### config.mk
export PLATFORM = sky130hd
export DESIGN_NAME = mcdf_arbiter_rr
export DESIGN_NICKNAME = d
export VERILOG_FILES = /design/src/rtl/mcdf_pkg.sv /design/src/rtl/rr_prio_select.sv /design/src/rtl/mcdf_arbiter_rr.sv
export SDC_FILE = /design/constraint.sdc
export NUM_CORES = 1
export LEC_CHECK = 0
export CORE_MARGIN = 8
export CORE_UTILIZATION = 51
export DETAILED_ROUTE_END_ITERATION = 12
export PLACE_DENSITY = 0.95
export RECOVER_POWER = 25
export SYNTH_ARGS = -nofsm -noshare
export SYNTH_HDL_FRONTEND = slang
export SYNTH_SLANG_ARGS = --single-unit
### constraint.sdc
create_clock -name clk -period 12.6 [get_ports clk]
set_clock_uncertainty 0.1 [all_clocks]
set_input_delay 2.52 -clock clk [delete_from_list [all_inputs] [get_ports clk]]
set_output_delay 2.52 -clock clk [all_outputs]
set_load 0.1 [all_outputs]
### src/rtl/mcdf_pkg.sv
// Shared types and helpers for the MCDF round-robin arbiter.
package mcdf_pkg;

    localparam int unsigned PRIO_HIGHEST = 0;
    localparam int unsigned BEAT_CNT_W   = 8;

    typedef enum logic [0:0] {
        ARB_IDLE   = 1'b0,
        ARB_LOCKED = 1'b1
    } arb_state_t;

    // Channel-id width; never narrower than one bit.
    function automatic int unsigned ch_w(input int unsigned num_ch);
        return (num_ch > 1) ? $clog2(num_ch) : 1;
    endfunction

endpackage

### src/rtl/rr_prio_select.sv
// Combinational strict-priority selector with round-robin tie break after rr_ptr.
module rr_prio_select
    import mcdf_pkg::*;
#(
    parameter int unsigned NUM_CH = 4,
    parameter int unsigned PRIO_W = 2,
    parameter int unsigned CH_W   = ch_w(NUM_CH)
) (
    input  logic [NUM_CH-1:0]        ch_valid,
    input  logic [NUM_CH*PRIO_W-1:0] ch_prio,
    input  logic [CH_W-1:0]          rr_ptr,
    output logic [CH_W-1:0]          sel_c,
    output logic                     sel_vld_c
);

    logic [PRIO_W-1:0] prio_arr [NUM_CH];
    logic [PRIO_W-1:0] min_prio;

    always_comb begin
        for (int i = 0; i < NUM_CH; i++) begin
            prio_arr[i] = ch_prio[i*PRIO_W +: PRIO_W];
        end
    end

    // Lowest priority value among requesting channels
    always_comb begin
        min_prio = '1;
        for (int i = 0; i < NUM_CH; i++) begin
            if (ch_valid[i] && (prio_arr[i] < min_prio)) begin
                min_prio = prio_arr[i];
            end
        end
    end

    // Scan starting just after rr_ptr, wrapping, for the first channel at min_prio
    always_comb begin
        int unsigned idx;
        logic        found;
        idx       = 0;
        found     = 1'b0;
        sel_c     = '0;
        sel_vld_c = 1'b0;
        for (int k = 1; k <= NUM_CH; k++) begin
            idx = 32'(rr_ptr) + 32'(k);
            if (idx >= NUM_CH) begin
                idx = idx - NUM_CH;
            end
            if (!found && ch_valid[CH_W'(idx)] && (prio_arr[CH_W'(idx)] == min_prio)) begin
                sel_c = CH_W'(idx);
                found = 1'b1;
            end
        end
        sel_vld_c = found;
    end

endmodule

### src/rtl/mcdf_arbiter_rr.sv
// N-channel priority/round-robin arbiter with optional burst lock and a registered
// valid/ready output stage feeding the MCDF formatter.
module mcdf_arbiter_rr
    import mcdf_pkg::*;
#(
    parameter int unsigned NUM_CH    = 4,
    parameter int unsigned DATA_W    = 32,
    parameter int unsigned PRIO_W    = 2,
    parameter int unsigned BURST_LEN = 1,
    localparam int unsigned CH_W     = ch_w(NUM_CH)
) (
    input  logic                     clk,
    input  logic                     rst_n,
    input  logic                     arb_en,
    input  logic [NUM_CH-1:0]        ch_valid,
    output logic [NUM_CH-1:0]        ch_ready,
    input  logic [NUM_CH*PRIO_W-1:0] ch_prio,
    input  logic [NUM_CH*DATA_W-1:0] ch_data,
    output logic                     out_valid,
    input  logic                     out_ready,
    output logic [CH_W-1:0]          out_ch,
    output logic [DATA_W-1:0]        out_data
);

    localparam int unsigned     CNT_W     = BEAT_CNT_W;
    localparam logic [CNT_W-1:0] LAST_BEAT = CNT_W'(BURST_LEN - 1);
    localparam logic [CH_W-1:0]  RR_RST    = CH_W'(NUM_CH - 1);

    arb_state_t        state, state_nxt;
    logic [CH_W-1:0]   lock_ch, lock_ch_nxt;
    logic [CH_W-1:0]   rr_ptr, rr_ptr_nxt;
    logic [CNT_W-1:0]  beat_cnt, beat_cnt_nxt;

    logic [CH_W-1:0]   arb_sel_c;
    logic              arb_vld_c;
    logic [CH_W-1:0]   sel_c;
    logic              sel_vld_c;
    logic              lock_hold_c;
    logic              out_free_c;
    logic              load_c;
    logic [DATA_W-1:0] sel_data_c;

    rr_prio_select #(
        .NUM_CH (NUM_CH),
        .PRIO_W (PRIO_W),
        .CH_W   (CH_W)
    ) u_select (
        .ch_valid  (ch_valid),
        .ch_prio   (ch_prio),
        .rr_ptr    (rr_ptr),
        .sel_c     (arb_sel_c),
        .sel_vld_c (arb_vld_c)
    );

    // Grant source, load condition, one-hot ready and data mux
    always_comb begin
        lock_hold_c = (state == ARB_LOCKED) && ch_valid[lock_ch];
        sel_c       = lock_hold_c ? lock_ch : arb_sel_c;
        sel_vld_c   = lock_hold_c | arb_vld_c;
        out_free_c  = ~out_valid | out_ready;
        // Reset gates ready so no upstream beat is consumed and then dropped
        load_c      = rst_n & arb_en & sel_vld_c & out_free_c;
        ch_ready    = '0;
        sel_data_c  = '0;
        for (int i = 0; i < NUM_CH; i++) begin
            if (CH_W'(i) == sel_c) begin
                ch_ready[i] = load_c;
                sel_data_c  = ch_data[i*DATA_W +: DATA_W];
            end
        end
    end

    // Burst-lock next state, beat counter and round-robin pointer
    always_comb begin
        state_nxt    = state;
        lock_ch_nxt  = lock_ch;
        beat_cnt_nxt = beat_cnt;
        rr_ptr_nxt   = rr_ptr;

        // Locked channel went idle while the output could take a beat: release the lock
        if (arb_en && out_free_c && (state == ARB_LOCKED) && !lock_hold_c) begin
            state_nxt    = ARB_IDLE;
            beat_cnt_nxt = '0;
        end

        if (load_c) begin
            rr_ptr_nxt = sel_c;
            if (lock_hold_c) begin
                if (beat_cnt == LAST_BEAT) begin
                    state_nxt    = ARB_IDLE;
                    beat_cnt_nxt = '0;
                end else begin
                    beat_cnt_nxt = beat_cnt + CNT_W'(1);
                end
            end else if (BURST_LEN > 1) begin
                state_nxt    = ARB_LOCKED;
                lock_ch_nxt  = sel_c;
                beat_cnt_nxt = CNT_W'(1);
            end
        end
    end

    always_ff @(posedge clk or negedge rst_n) begin
        if (!rst_n) begin
            state    <= ARB_IDLE;
            lock_ch  <= '0;
            beat_cnt <= '0;
            rr_ptr   <= RR_RST;
        end else begin
            state    <= state_nxt;
            lock_ch  <= lock_ch_nxt;
            beat_cnt <= beat_cnt_nxt;
            rr_ptr   <= rr_ptr_nxt;
        end
    end

    // Output register: load on accept, otherwise hold until drained by out_ready
    always_ff @(posedge clk or negedge rst_n) begin
        if (!rst_n) begin
            out_valid <= 1'b0;
            out_data  <= '0;
            out_ch    <= '0;
        end else if (load_c) begin
            out_valid <= 1'b1;
            out_data  <= sel_data_c;
            out_ch    <= sel_c;
        end else if (out_ready) begin
            out_valid <= 1'b0;
        end
    end

endmodule
==> summary.md, run 1 <==
| Metric | Value |
|---|---|
| Die width | `~120 um` |
| Die Area | `roughly 14000 um2` |
| Comb pwr share | `0.820` |
| First-pass DRT Iterations | `7` |
| Initial DRC Count | `498` |
| H-tree depth | `2` |
| Largest stage delay, worst path | `approximately 0.67 ns` |
| Synth Area per Inst | `around 8.2 um2` |
| Worst skew pair latency | `a little over 0.3 ns` |
| Sw Pwr | `between 1 and 1.5 mW` |
| Pins Over Slew Limit | `50` |
| Syn Inst Count | `~670` |
| Hold Crit Start | `out_ch[0]` |
| Sequential element share of the synthesized area | `0.211` |
| Tightest Pin Transition | `around 2.8 ns` |
| Clock Power Share | `0.051` |
| Sw frac | `0.604` |
| Fin area | `7330 um2` |
| Final Hold Vio Count | `0` |
| Via Count | `between 5000 and 6000` |
| # Post-CTS Setup Buffers | `0` |
| Critical Path Sink Type | `output port` |
| Async SR Flop Fraction | `1.00` |
| Most common cell after layout, fill and taps aside | `clkdlybuf4s50_1` |
| Share of cells above drive strength 1 | `0.143` |
| Worst-path clk slew | `approximately 0.090 ns` |
| ANT nets after route | `0` |
| CTS Buf Count | `5` |
| GR Overflow Total | `0` |
| Synth Register Bits | `between 40 and 50` |
| Int Power | `roughly 800 uW` |
| Cts-stage hold buffer count | `0` |
| Yosys cell types | `63` |
| CTS root buffer | `clkbuf_8` |
| WL/cell | `just under 20 um` |
| WS Path Type | `in2out` |
| Final Cycle Share | `0.890` |
| Initial Utilization | `0.526` |
| Post-synth EDFFs | `0` |
| Core Area | `approximately 10000 um2` |
| DR vias/cell | `roughly 6.3` |
| Post-synth top area share | `0.202` |
| Dpl cell area | `slightly above 7000 um2` |
| Vias in the first global route | `about 6200` |
| Outcome | `finished with violations` |
| CTS tree | `yes` |
| Largest net degree at the start of global routing | `100` |
| Drt total wl | `between 15000 and 20000 um` |
| Clock buffer depth | `2` |
| # IOs | `roughly 180` |
| Leakage power | `between 2 and 3 nW` |
| Leading area contributor after synthesis | `dfrtp_1` |
| Port-buffer cells | `182` |
| Leading cell types in the layout, fill and taps excluded | `177 x clkdlybuf4s50_1, 104 x mux2i_1, 97 x nand2_1` |
| Setup_tns | `0 ns` |
| Fill cells | `~790` |
| Hold path depth | `2` |
| Num Clock Sinks | `46` |
| Period minus WS final | `between 10 and 15 ns` |
| Die Y | `roughly 120 um` |
| Fin nets | `approximately 950` |
| Synth warn | `0` |
| Required time of the critical path | `around 10 ns` |
| Violated checks | `capacitance limit, slew limit` |
| Peak supply drop | `between 0.15 and 0.2 mV` |
| Commonest register cell after synthesis | `dfrtp_1` |
| Crit path launch type | `primary input` |
| First-pass GRT wire length | `approximately 30000 um` |
| CP max-delay cell | `clkdlybuf4s50_1` |
| Max transition margin | `-0.895` |
| Area occupied by multi-input gates | `about 4000 um2` |
| Critical path origin | `ch_valid[0]` |
| FF-to-FF path depth | `13` |
| Final setup vio count | `0` |
| RSZ-0062 raised after global routing | `no` |
| Row Count | `37` |
| Syn_nets | `between 800 and 900` |
| Final routed DRC violation total | `0` |
| Area growth syn-to-layout | `34.3%` |
| Crit path DAT | `about 8.6 ns` |
| Dpl hpwl | `around 13000 um` |
| Post-Syn Area | `~5500 um2` |
| Max Fanout on Critical Path | `35` |
| Initial antenna violation count | `0` |
| Sequential share of power | `0.129` |
| Pwr dens | `271 nW/um2` |
| Final GP Congestion | `0.861` |
| FF/Latch Area | `approximately 1200 um2` |
| Worst hold path type | `reg2reg` |
| Top post-synthesis cells by area | `dfrtp_1 20%, mux2i_1 19%, o41ai_2 8.6%` |
| # Max-Cap Violations | `1` |
| Worst-path cell chain | `clkdlybuf4s50_1 -> inv_1 -> o22ai_1 -> ha_1 -> nand2b_1 -> a21oi_1 -> and3_4 -> nor2_2 -> ha_1 -> or3b_1 -> a21oi_2 -> xnor2_1 -> nand3_4 -> and4_1 -> or4b_2 -> buf_4 -> nand2b_4 -> nor2_1 -> buf_4` |
| Reg-to-reg startpoint | `rr_ptr[0]` |
| Maximum clock frequency | `between 80 and 90 MHz` |
| CTS resizes | `0` |
| All-Layer GR Usage | `0.247` |
| Antenna Cells | `0` |
## worst max-delay path, delay by kind of cell
| family | cells | cell delay, ns |
|---|---|---|
| xor gates and xnor gates | 1 | 0.24 |
| adders and majority gates | 2 | 0.50 |
| buffers and inverters | 4 | 1.43 |
| AOI/OAI and AO/OA | 3 | 0.68 |
| and+or+nand+nor | 9 | 3.17 |
## cells by family after synthesis
kind of cell,Yosys count,share of synthesized area
adders and majority gates,4,0.00917
AOI/OAI and AO/OA,148,0.232
buffers and inverters,68,0.0630
and+or+nand+nor,281,0.265
muxes,113,0.212
xor gates and xnor gates,5,0.00802
DFF,46,0.211
## cell type report
type | count | area share
inverter | 6 | 0.00307
timing repair buffer | 191 | 0.255
multi-input combinational | 551 | 0.549
tap | 136 | 0.0232
clock inverter | 1 | 0.000683
clock buffer | 7 | 0.0118
sequential | 46 | 0.157
## state kept, by name, summed over array words and instances (netlist names)
name,flops
beat_cnt,8
out_ch,2
out_data,32
out_valid,1
rr_ptr,2
state,1
## worst paths after layout
path                                endpoint  slack [ns]
worst min-delay path               out_ch[0]        0.39
min in group asynchronous       out_data[21]        3.12
max in group asynchronous        beat_cnt[4]        7.69
worst min register to register     out_ch[0]        0.39
worst max-delay path             ch_ready[3]        1.38
worst max register to register  out_data[20]        7.46
## power by group through the flow
stage	clock network, mW	registers, mW	logic, mW
floorplan	0	0.651	0.895
global placement	0	0.255	1.57
detailed placement	0	0.256	1.62
CTS	0.101	0.255	1.62
global route	0.106	0.262	1.71
finish	0.100	0.256	1.63
## per-stage QoR
stage	power [mW]	instances	utilization	worst slack (ns)	hold WS [ns]
2_1_floorplan	1.55	665	-	1.86	0.375
3_3_place_gp	1.83	930	0.698	1.78	0.364
3_5_place_dp	1.87	930	0.698	1.51	0.371
4_1_cts	1.98	938	0.707	1.47	0.393
5_1_grt	2.08	938	0.707	1.08	0.426
6_report	1.98	938	0.707	1.38	0.395
## metal layers
layer / wire [um] / global-route usage
met5: 0 / 0
met4: 671 / 0.130
met1: 7250 / 0.273
met3: 1520 / 0.0633
met2: 9080 / 0.430
## synth_stat cells, drive strengths merged, types with 3 or more instances
cell type and instances:
nor3 5, mux2i 106, a21oi 8, o2111a 4, a31oi 32, nand3 74
mux2 7, a22oi 5, nand2b 5, o211ai 3, clkbuf 30, nand2 97
buf 32, o41ai 32, a211oi 6, o21ai 46, dfrtp 44, o22ai 3
nor2 10, or2 37, xor2 4, and2 33, nor3b 3, inv 6
nor2b 4, ha 4, and3 4
Note: power is estimated with default switching activity, not from simulation.
==> run 2: changes to the inputs <==
CORE_UTILIZATION = 52   (was 51)
CTS_BUF_LIST = sky130_fd_sc_hd__clkbuf_2 sky130_fd_sc_hd__clkbuf_4 sky130_fd_sc_hd__clkbuf_8   (was unset)
==> run 2 against run 1 <==
Core utilization grew 0.60 points. Critical path depth is the same. Sequential cell count is the same. Largest power group unchanged. Maximum frequency grew 0.48%. Sequential share of layout area is essentially flat. Non-clock buffer count shrank 1. Clock power is essentially flat. Cell count shrank 0.11%. Combinational power is essentially flat. Clock-buffer cell count shrank 1. The flow still finishes with violations (capacitance limit, slew limit). Die area shrank 1.7%. Worst setup slack gained 0.054 ns. Largest cell class unchanged.
==> summary.md, run 2 (synthesis gave the netlist of run 1 again) <==
| Metric | Value |
|---|---|
| Largest stage delay, worst path | `around 0.68 ns` |
| Initial DRC Count | `roughly 540` |
| Comb pwr share | `0.820` |
| FF/Latch Area | `~1200 um2` |
| Int Power | `784 uW` |
| Largest net degree at the start of global routing | `100` |
| Cts-stage hold buffer count | `0` |
| Final routed DRC violation total | `0` |
| Drt total wl | `about 19000 um` |
| Most common cell after layout, fill and taps aside | `clkdlybuf4s50_1` |
| Clock Power Share | `0.051` |
| Leakage power | `2.93 nW` |
| Final setup vio count | `0` |
| Worst skew pair latency | `around 0.30 ns` |
| CP max-delay cell | `clkdlybuf4s50_1` |
| Fill cells | `about 800` |
| Period minus WS final | `around 11 ns` |
| Required time of the critical path | `around 10 ns` |
| Maximum clock frequency | `roughly 90 MHz` |
| Final GP Congestion | `between 0.8 and 0.9` |
| Crit path DAT | `between 8 and 9 ns` |
| Area growth syn-to-layout | `34.2%` |
| Vias in the first global route | `about 6200` |
| Flip-flop count of the largest register after layout | `32` |
| Outcome | `finished with violations` |
| DR vias/cell | `roughly 6.4` |
| Core Area | `roughly 10000 um2` |
| Share of cells above drive strength 1 | `0.144` |
| First-pass GRT wire length | `31200 um` |
| Pwr dens | `272 nW/um2` |
| Worst-path cell chain | `clkdlybuf4s50_1 -> inv_1 -> o22ai_1 -> ha_1 -> nand2b_1 -> a21oi_1 -> and3_4 -> nor2_2 -> ha_1 -> or3b_1 -> a21oi_2 -> xnor2_1 -> nand3_4 -> and4_1 -> or4b_2 -> buf_4 -> nand2b_4 -> nor3b_1 -> buf_4` |
| # Max-Cap Violations | `1` |
| Top reg by flops | `out_data` |
| # Post-CTS Setup Buffers | `0` |
| Hold path depth | `2` |
| Final WS setup | `between 1 and 1.5 ns` |
| H-tree depth | `2` |
| Initial Utilization | `0.531` |
| Max Fanout on Critical Path | `35` |
| DP Worst Slack | `around 1.5 ns` |
| Port-buffer cells | `~180` |
| Dpl hpwl | `about 14000 um` |
| Worst-path clk slew | `0.10 ns` |
| Worst R2R End | `out_data[3]` |
| Reg2reg setup slack | `between 7 and 8 ns` |
| WL/cell | `between 20 and 25 um` |
| Min-Delay Endpoint | `out_ch[1]` |
| Sw frac | `0.606` |
| CTS Buf Count | `5` |
| Die Area | `roughly 14000 um2` |
| Tightest Pin Transition | `around 2.9 ns` |
| Die Y | `118 um` |
| Reg-to-reg startpoint | `rr_ptr[0]` |
| Max transition margin | `-0.905` |
| Row Count | `37` |
| Via Count | `5951` |
| Clock buffer depth | `2` |
| Worst hold path type | `reg2reg` |
| Critical Path Sink Type | `output port` |
| # IOs | `~180` |
| Num Clock Sinks | `46` |
| Sequential share of power | `0.129` |
| Fin nets | `roughly 950` |
| Crit path launch type | `primary input` |
| ANT nets after route | `0` |
| Area occupied by multi-input gates | `~4000 um2` |
| CTS root buffer | `clkbuf_8` |
| Peak supply drop | `0.194 mV` |
| First-pass DRT Iterations | `6` |
| Pins Over Slew Limit | `50` |
| WS Path Type | `in2out` |
| CTS resizes | `0` |
| Hold Crit Start | `out_ch[1]` |
| Initial antenna violation count | `0` |
| CTS tree | `yes` |
| Setup_tns | `0 ns` |
| Final Cycle Share | `0.886` |
| RSZ-0062 raised after global routing | `no` |
| Violated checks | `capacitance limit, slew limit` |
| Final Hold Vio Count | `0` |
| Sw Pwr | `1.21 mW` |
| Largest regs | `out_data: 32 flops, beat_cnt: 8 flops` |
| Die width | `118 um` |
| All-Layer GR Usage | `0.262` |
| FF-to-FF path depth | `12` |
| Antenna Cells | `0` |
| GR Overflow Total | `0` |
| Leading cell types in the layout, fill and taps excluded | `177 x clkdlybuf4s50_1, 104 x mux2i_1, 97 x nand2_1` |
-- run 2: cell types whose count changed in the layout (fill, tap and decap cells not counted), sizes merged --
cell      previous run  this run
clkbuf               8         7
buf                 13        12
clkinvlp             0         1
-- run 2: worst max path at each step --
stage	from	endpoint	slack, ns
2_1_floorplan	ch_valid[0]	ch_ready[0]	1.86
3_3_place_gp	ch_valid[0]	ch_ready[3]	1.78
3_5_place_dp	ch_valid[0]	ch_ready[3]	1.53
4_1_cts	ch_valid[0]	ch_ready[3]	1.49
5_1_grt	ch_valid[0]	ch_ready[3]	1.09
6_report	ch_valid[0]	ch_ready[0]	1.44
-- run 2: stage by stage --
step,cells,power (mW),hold WS [ns],cell area [um2],util
2_1_floorplan,665,1.55,0.375,5460,-
3_3_place_gp,929,1.83,0.363,7230,0.704
3_5_place_dp,929,1.88,0.384,7230,0.704
4_1_cts,937,1.98,0.410,7330,0.713
5_1_grt,937,2.09,0.450,7330,0.713
6_report,937,1.99,0.413,7330,0.713
-- run 2: power groups by stage --
stage / Clock (mW) / Combinational (mW) / Sequential (mW)
after floorplan: 0 / 0.895 / 0.651
after global placement: 0 / 1.58 / 0.256
after detailed placement: 0 / 1.62 / 0.257
after CTS: 0.102 / 1.62 / 0.255
after global routing: 0.107 / 1.72 / 0.263
final: 0.101 / 1.63 / 0.257
-- run 2: metal layers --
layer | wire (um) | vias up | GRT usage
met4 | 694 | 0 | 0.123
met5 | 0 | - | 0
li1 | - | 2727 | -
met1 | 7380 | 2839 | 0.298
met3 | 1560 | 55 | 0.0685
met2 | 9350 | 330 | 0.451
-- run 2: critical path: cells and delay by family --
family	cells	cell delay (ns)
compound gates	3	0.68
xor+xnor	1	0.23
buf+inv	4	1.40
fa+ha+maj	2	0.49
simple gates	9	3.19
-- run 2: final cells by class --
cell class              instances  area share
multi-input cells             551       0.549
inverters                       6     0.00307
well taps                     136      0.0232
clock inverters                 2     0.00171
clock buffers                   6      0.0113
repair buffers                190       0.254
flip-flops and latches         46       0.157
==> run 3: changes to the inputs <==
--- a/constraint.sdc
+++ b/constraint.sdc
@@ -3,3 +3,3 @@
 set_input_delay 2.52 -clock clk [delete_from_list [all_inputs] [get_ports clk]]
 set_output_delay 2.52 -clock clk [all_outputs]
-set_load 0.1 [all_outputs]
+set_load 0.05 [all_outputs]
==> run 3 against run 2 <==
The run still ends with capacitance limit, slew limit left. Critical endpoint is now ch_ready[3]. Combinational power shrank 15%. Routed wire length shrank 2.4%. Register-to-register slack lost 0.21 ns. Non-clock buffer count grew 1. Core utilization grew 0.17 points. Total power shrank 12%. Cell count grew 0.11%. Clock power is essentially flat. Critical path type unchanged.
==> summary.md, run 3 (synthesis gave the netlist of run 1 again) <==
| Metric | Value |
|---|---|
| Outcome | `finished with violations` |
| Violated checks | `capacitance limit, slew limit` |
| H-tree depth | `2` |
| Num Clock Sinks | `46` |
| Peak supply drop | `roughly 0.21 mV` |
| DR vias/cell | `between 6 and 7` |
| # Post-CTS Setup Buffers | `0` |
| First-pass DRT Iterations | `5` |
| Leading cell types in the layout, fill and taps excluded | `181 x clkdlybuf4s50_1, 104 x mux2i_1, 97 x nand2_1` |
| Area growth syn-to-layout | `34.5%` |
| Final Hold Vio Count | `0` |
| Dpl hpwl | `~14000 um` |
| Initial DRC Count | `~490` |
| First-pass GRT wire length | `between 30000 and 40000 um` |
| Grt met2 use | `0.443` |
| CTS tree | `yes` |
| RSZ-0062 raised after global routing | `no` |
| Fin area | `roughly 7300 um2` |
| Crit path DAT | `around 9.1 ns` |
| Met3 GRT Util | `0.0709` |
| Worst hold path type | `reg2reg` |
| Clock buffer depth | `2` |
| Vias in the first global route | `between 6000 and 7000` |
| Max transition margin | `-0.964` |
| WS Path Type | `in2out` |
| Final routed DRC violation total | `0` |
| Layout Cells excl Fill | `938` |
| Max Fanout on Critical Path | `65` |
| CTS Buf Count | `5` |
| Pwr dens | `roughly 240 nW/um2` |
| Cts-stage hold buffer count | `0` |
| Core Area | `slightly above 10000 um2` |
| Final setup vio count | `0` |
| Maximum clock frequency | `around 85 MHz` |
| Crit path launch type | `primary input` |
| Final Cycle Share | `0.930` |
| Final GP Congestion | `between 0.8 and 0.9` |
| CTS root buffer | `clkbuf_8` |
| Pins Over Slew Limit | `50` |
| Initial Utilization | `0.531` |
| Final WS setup | `around 0.9 ns` |
| # IOs | `approximately 180` |
| Dpl cell area | `7250 um2` |
| Most common cell after layout, fill and taps aside | `clkdlybuf4s50_1` |
| Initial antenna violation count | `0` |
| DP Worst Slack | `just over 0.9 ns` |
| Worst-path clk slew | `~0.090 ns` |
| Port-buffer cells | `around 180` |
| Grt peak-use layer | `met2` |
| Flip-flop count of the largest register after layout | `32` |
| # Max-Cap Violations | `1` |
| Share of cells above drive strength 1 | `0.140` |
| Setup_tns | `0 ns` |
| Placed insts | `a little over 900` |
| Row Count | `37` |
| Worst skew pair latency | `roughly 0.32 ns` |
| Die width | `~120 um` |
| Largest regs | `out_data: 32 flops, beat_cnt: 8 flops` |
| CTS resizes | `0` |
| PnR Total Power | `1.75 mW` |
| Fin nets | `between 900 and 1000` |
| Drt total wl | `18500 um` |
| Antenna Cells | `0` |
| WL/cell | `between 15 and 20 um` |
| Period minus WS final | `11.72 ns` |
| Required time of the critical path | `about 10 ns` |
| Tightest Pin Transition | `roughly 2.9 ns` |
| Critical Path Sink Type | `output port` |
| Leakage power | `around 2.9 nW` |
| Largest net degree at the start of global routing | `100` |
| Top reg by flops | `out_data` |
| All-Layer GR Usage | `0.261` |
| Die Y | `118 um` |
| GR Overflow Total | `0` |
| ANT nets after route | `0` |
| Grt met1 use | `0.305` |
| Die Area | `~14000 um2` |
| Via Count | `5882` |
run 3: cell types whose count changed in the layout (fill, tap and decap cells not counted), sizes merged:
cell,before,now
clkdlybuf4s50,177,181
buf,12,9
clkbuf,7,8
clkinvlp,1,0
run 3: critical path, stage by stage:
cell and delay (ns):
clkdlybuf4s50_1 0.66, inv_1 0.11, o22ai_1 0.25, ha_1 0.32
a21oi_1 0.27, a21oi_2 0.14, nor2_2 0.26, ha_1 0.30
or3b_1 0.53, a21oi_2 0.32, xnor2_1 0.18, nand3_4 0.31
buf_4 0.59, a21oi_1 0.07, or4b_2 0.83, nand2b_4 0.41
nor2_1 0.19, clkdlybuf4s50_1 0.82
run 3: metrics by stage:
stage                     hold slack (ns)  utilization
after floorplan                     0.375            -
final                               0.394        0.715
after CTS                           0.395        0.715
after global routing                0.439        0.715
after global placement              0.366        0.706
after detailed placement            0.373        0.706
run 3: routing by layer:
layer / part of all wire / routed length [um] / vias to the layer above
li1: - / - / 2729
met1: 0.39 / 7310 / 2798
met2: 0.49 / 9050 / 304
met3: 0.082 / 1520 / 51
met4: 0.035 / 641 / 0
met5: 0 / 0 / -
run 3: final timing paths:
path | start | to | slack [ns] | depth (start not counted)
min in group asynchronous | rst_n | out_data[22] | 3.13 | 2
min reg2reg | out_ch[1] | out_ch[1] | 0.39 | 2
max in group asynchronous | rst_n | out_data[2] | 7.59 | 2
max reg2reg | rr_ptr[0] | out_data[26] | 7.35 | 12
max | ch_valid[0] | ch_ready[3] | 0.88 | 18
min | out_ch[1] | out_ch[1] | 0.39 | 2
run 3: report_power, final:
part	switching (mW)	internal (mW)
combinational	0.857	0.530
sequential	0.0513	0.212
clock	0.0569	0.0466
total	0.965	0.788
run 3: final cells by class:
cell class	count	area [um2]
clock buffer	7	90.1
clock inverter	1	5.00
fill	794	2930
sequential	46	1150
inverter	6	22.5
timing repair buffer	191	1880
multi-input combinational	551	4020
tap	136	170
